### src/rtl/enbuyuk_bulucu.sv
// enbuyuk_bulucu: buffers up to N 3-bit weights per job, then scans them once to find the largest and its first index.
// Define ENKUCUK_CIKIS_EN to also report the smallest weight and its first index from the same scan.
module enbuyuk_bulucu #(
  parameter int N = 8
) (
  input  logic       clk,
  input  logic       rst_n,
  input  logic       baslat,
  input  logic [3:0] adet,
  input  logic [2:0] veri,
  input  logic       veri_gecerli,
  output logic       veri_hazir,
  output logic [2:0] en_buyuk,
  output logic [2:0] en_buyuk_idx,
  output logic       bos_kume,
  output logic       sonuc_gecerli,
  input  logic       sonuc_al,
`ifdef ENKUCUK_CIKIS_EN
  output logic [2:0] en_kucuk,
  output logic [2:0] en_kucuk_idx,
`endif
  output logic       mesgul
);
  typedef enum logic [1:0] {BOS, YUKLE, TARA, SONUC} durum_t;
  durum_t durum, sonraki;
  logic [3:0] adet_r, k;
  logic [2:0] ptr, mx, mi;
  logic [2:0] tampon [N];
  logic [2:0] aday, ilk;
  logic gecerli_adet, son_yaz, son_tara, karsilastir, buyuk;
  assign gecerli_adet = adet != 4'd0 && adet <= 4'(N);
  assign son_yaz = veri_gecerli && k == adet_r - 4'd1;
  assign aday = tampon[ptr];
  assign ilk = k == 4'd0 ? veri : tampon[0];
  // A scan step with ptr beyond the job length is the idle cycle of a one-word job.
  assign karsilastir = {1'b0, ptr} < adet_r;
  assign buyuk = karsilastir && !(mx >= aday);
  assign son_tara = {1'b0, ptr} + 4'd1 >= adet_r;
  assign veri_hazir = durum == YUKLE;
  assign sonuc_gecerli = durum == SONUC;
  assign mesgul = durum != BOS;
`ifdef ENKUCUK_CIKIS_EN
  logic [2:0] mn, ni;
  logic kucuk;
  assign kucuk = karsilastir && !(aday >= mn);
`endif
  always_ff @(posedge clk or negedge rst_n)
    if (!rst_n) durum <= BOS;
    else durum <= sonraki;
  always_comb begin
    sonraki = durum;
    unique case (durum)
      BOS:   sonraki = baslat ? (gecerli_adet ? YUKLE : SONUC) : BOS;
      YUKLE: sonraki = son_yaz ? TARA : YUKLE;
      TARA:  sonraki = son_tara ? SONUC : TARA;
      SONUC: sonraki = sonuc_al ? BOS : SONUC;
    endcase
  end
  always_ff @(posedge clk)
    if (durum == YUKLE && veri_gecerli) tampon[k[2:0]] <= veri;
  always_ff @(posedge clk or negedge rst_n)
    if (!rst_n) begin
      adet_r <= '0;
      k <= '0;
      ptr <= '0;
      mx <= '0;
      mi <= '0;
      en_buyuk <= '0;
      en_buyuk_idx <= '0;
      bos_kume <= 1'b0;
`ifdef ENKUCUK_CIKIS_EN
      mn <= '0;
      ni <= '0;
      en_kucuk <= '0;
      en_kucuk_idx <= '0;
`endif
    end else begin
      if (durum == BOS && baslat) begin
        adet_r <= adet;
        k <= '0;
        if (!gecerli_adet) begin
          bos_kume <= 1'b1;
          en_buyuk <= '0;
          en_buyuk_idx <= '0;
`ifdef ENKUCUK_CIKIS_EN
          en_kucuk <= '0;
          en_kucuk_idx <= '0;
`endif
        end
      end
      if (durum == YUKLE && veri_gecerli) begin
        k <= k + 4'd1;
        if (son_yaz) begin
          mx <= ilk;
          mi <= '0;
          ptr <= 3'd1;
`ifdef ENKUCUK_CIKIS_EN
          mn <= ilk;
          ni <= '0;
`endif
        end
      end
      if (durum == TARA) begin
        ptr <= ptr + 3'd1;
        mx <= buyuk ? aday : mx;
        mi <= buyuk ? ptr : mi;
`ifdef ENKUCUK_CIKIS_EN
        mn <= kucuk ? aday : mn;
        ni <= kucuk ? ptr : ni;
`endif
        if (son_tara) begin
          en_buyuk <= buyuk ? aday : mx;
          en_buyuk_idx <= buyuk ? ptr : mi;
          bos_kume <= 1'b0;
`ifdef ENKUCUK_CIKIS_EN
          en_kucuk <= kucuk ? aday : mn;
          en_kucuk_idx <= kucuk ? ptr : ni;
`endif
        end
      end
    end
endmodule

### config.mk
export PLATFORM = sky130hd
export DESIGN_NAME = enbuyuk_bulucu
export DESIGN_NICKNAME = d
export VERILOG_FILES = /design/src/rtl/enbuyuk_bulucu.sv
export SDC_FILE = /design/constraint.sdc
export NUM_CORES = 1
export LEC_CHECK = 0
export BUFFER_PORTS_ARGS = -buffer_cell sky130_fd_sc_hd__buf_2
export CORE_MARGIN = 1
export CORE_UTILIZATION = 34
export CTS_CLUSTER_SIZE = 16
export DETAILED_ROUTE_END_ITERATION = 8
export GPL_TIMING_DRIVEN = 0
export PLACE_DENSITY = 0.51
export SLEW_MARGIN = 15
export SYNTH_ARGS = -nofsm -noshare
export SYNTH_HDL_FRONTEND = slang
export SYNTH_SLANG_ARGS = --single-unit
### constraint.sdc
create_clock -name clk -period 7.5 [get_ports clk]
set_clock_uncertainty 0.2 [all_clocks]
set_input_delay 1.125 -clock clk [delete_from_list [all_inputs] [get_ports clk]]
set_output_delay 1.125 -clock clk [all_outputs]
set_load 0.01 [all_outputs]
==> flow_summary.yaml <==
sta:
  final-setup-viol-count: 0
  tightest_slew_ns: 0.701
  relSlewSlack: 0.532
  setup-tns-final_ns: 0
  period_share: 0.422
  rsz0062_at_grt: "false"
  slew_violations: 0
  fmaxAchievable_mhz: 316
  post-route-min-period_ns: 3.16
  final_hold_viol_count: 0
global_routing:
  grt_pass1_vias: 1592
  grt_usage: 0.140
  antenna_found_initial: 0
  grt_max_degree: 27
  grt_overflow: 0
  grt_pass1_wl_um: 8090
power_and_ir_drop:
  ir_worst_vdd_mv: 0.116
  cellPowerDensity_nw_per_um2: 411
  p_leak_nw: 1.19
clocking:
  htree_levels: 2
  clockBufferDepth: 2
  cts_tree: "done"
  cts_resized: 0
  ctsHoldBuffers: 0
  postCtsSetupRepairBufs: 0
  clock_sinks: 50
  root_buffer: "clkbuf_8"
  cts_made_buffers: 5
  path_clk_slew_ns: 0.10
  clk_latency_ns: 0.31
min_path:
  min_path_cells: 1
  holdPathEnd: "en_buyuk[2]"
  min_path_type: "reg -> reg"
  hold_start: "en_buyuk[2]"
yosys:
  synth_edf_count: 24
  avgSynthCellArea_um2: 12.5
  syn-num-nets: 229
  netlist_instances: 203
  synth_top_area_frac: 0.284
  yosysUniqueCellTypes: 37
  synth_top_area_cell: "edfxtp_1"
  synth_area_um2: 2540
  yosys-top-cells-area: "edfxtp_1 28%, dfrtp_1 26%, ha_1 6.9%"
  yosysSeqAreaShare: 0.540
  ys_warn_count: 0
  synth_seq_cells: 50
  ys_async_sr_fraction: 0.520
  ys.flop_type: "dfrtp_1"
job:
  cap_violations: 0
status:
  outcome: "finished, final reports clean"
routing:
  routed_via_density: 4.82
  vias: 1596
  antenna_left: 0
  drc: 0
  wl_per_cell_um: 14.7
  drt_first_pass_iters: 6
  drt_iter0_drc: 88
  drt-total-wl_um: 4860
critical_path:
  worst_setup_path_end_kind: "register"
  cp_data_required_time_ns: 7.55
  regToRegStartpoint: "ptr[0]"
  crit_fanout: 9
  startpoint_type: "register"
  worstSetupPathType: "reg -> reg"
  r2r_slack_ns: 4.34
  cp_data_arrival_time_ns: 3.21
  r2r_end: "en_buyuk[0]"
  rr_worst_depth: 10
floorplanning:
  fp.coreArea_um2: 7210
  die-area_um2: 7810
  die_w_um: 88.4
  row_count: 31
  dieHeight_um: 88.4
  ios: 22
  start_util: 0.352
layout:
  finalNonFillerCells: 331
  syn_to_final_growth_pct: 12.9
  diodes: 0
  fin_nets: 257
  final_layout_size_suffix_gt1_frac: 0.233
placement:
  hpwl_um: 3670
  gp_congestion: 0.732
  dp_cells: 323
  portBuffers: 21
sequential cells by signal, indices dropped and copies added (netlist names):
name / count
k: 4
adet_r: 4
ptr: 3
bos_kume: 1
mi: 3
en_buyuk_idx: 3
en_buyuk: 3
durum: 2
tampon: 24
mx: 3
logic make-up after synthesis:
family | share of synthesized area
xor gates and xnor gates | 0.0276
muxes | 0.115
and+or+nand+nor | 0.125
AOI/OAI and AO/OA | 0.0873
DFF | 0.540
buffers and inverters | 0.0360
adders and majority gates | 0.0690
per-layer routing:
layer / vias to the layer above / track usage / share of wire
met4: 0 / 0.0352 / 0.011
met1: 778 / 0.198 / 0.50
met2: 25 / 0.221 / 0.46
met5: - / 0 / 0
li1: 789 / - / -
met3: 4 / 0.0252 / 0.024
placed cells by master (no fill, tap or decap), types with 2 or more instances in the layout:
| master | count |
|---|---|
| and2_1 | 5 |
| nor3_1 | 6 |
| edfxtp_1 | 24 |
| o221ai_2 | 3 |
| mux4_2 | 6 |
| a21oi_1 | 2 |
| nand2_1 | 13 |
| mux2_2 | 5 |
| buf_2 | 25 |
| o2bb2ai_1 | 5 |
| nand3_1 | 8 |
| a211oi_1 | 3 |
| a22o_1 | 2 |
| nand3_2 | 2 |
| clkinv_4 | 2 |
| dfrtp_1 | 26 |
| nor2b_1 | 3 |
| buf_4 | 2 |
| xor2_1 | 3 |
| xnor2_1 | 5 |
| inv_1 | 11 |
| o21ai_1 | 3 |
| o21ai_0 | 4 |
| nor2_1 | 18 |
| clkbuf_8 | 5 |
| mux2i_1 | 10 |
| nand2b_1 | 5 |
| ha_1 | 14 |
per-stage QoR:
step	hold WS, ns	cell area (µm²)	util	power, mW	worst slack (ns)
after detailed placement	0.272	2770	0.383	1.02	4.31
after global routing	0.322	2860	0.397	1.29	4.04
final	0.295	2860	0.397	1.18	4.34
after CTS	0.298	2860	0.397	1.19	4.30
after global placement	0.268	2770	0.383	1.02	4.32
after floorplan	0.275	2540	-	0.879	4.74
layout make-up:
cell class / instances / area [µm²]
Tap cell: 99 / 124
Multi-Input combinational cell: 134 / 1070
Buffer: 7 / 46.3
Sequential cell: 50 / 1370
Inverter: 12 / 45.0
Fill cell: 726 / 4350
Clock inverter: 3 / 28.8
Timing Repair Buffer: 21 / 105
Clock buffer: 5 / 68.8
worst max-delay path by stage:
stage	endpoint	slack, ns	startpoint	cells after the start
detailed placement	en_buyuk_idx[2]	4.31	ptr[0]	10
floorplan	en_buyuk_idx[0]	4.74	ptr[0]	10
CTS	en_buyuk[0]	4.30	ptr[0]	10
finish	en_buyuk[0]	4.34	ptr[0]	10
global route	en_buyuk_idx[2]	4.04	ptr[0]	10
global placement	en_buyuk[0]	4.32	ptr[0]	10
critical path: stages (launching register included):
cell and delay (ns):
dfrtp_1 0.39, buf_4 0.22, mux4_2 0.51, mux2i_1 0.37, ha_1 0.33, a21o_1 0.18
a31oi_1 0.19, nor2b_1 0.15, buf_2 0.21, mux2i_1 0.22, a22o_1 0.14
synthesized netlist by cell type, drive strengths merged, types with 5 or more instances:
library cell,number
ha,14
and2,5
dfrtp,26
mux4,6
nor2,18
o21ai,7
nand2,13
o2bb2ai,5
nand3,10
buf,7
nand2b,5
nor3,6
mux2i,10
mux2,5
inv,11
edfxtp,24
xnor2,5
where the power goes:
part | internal (mW) | switching, mW | total [mW]
combinational | 0.272 | 0.316 | 0.588
sequential | 0.359 | 0.0571 | 0.416
clock | 0.0694 | 0.102 | 0.172
total | 0.701 | 0.475 | 1.18
Power figures use the tool's default switching activity.
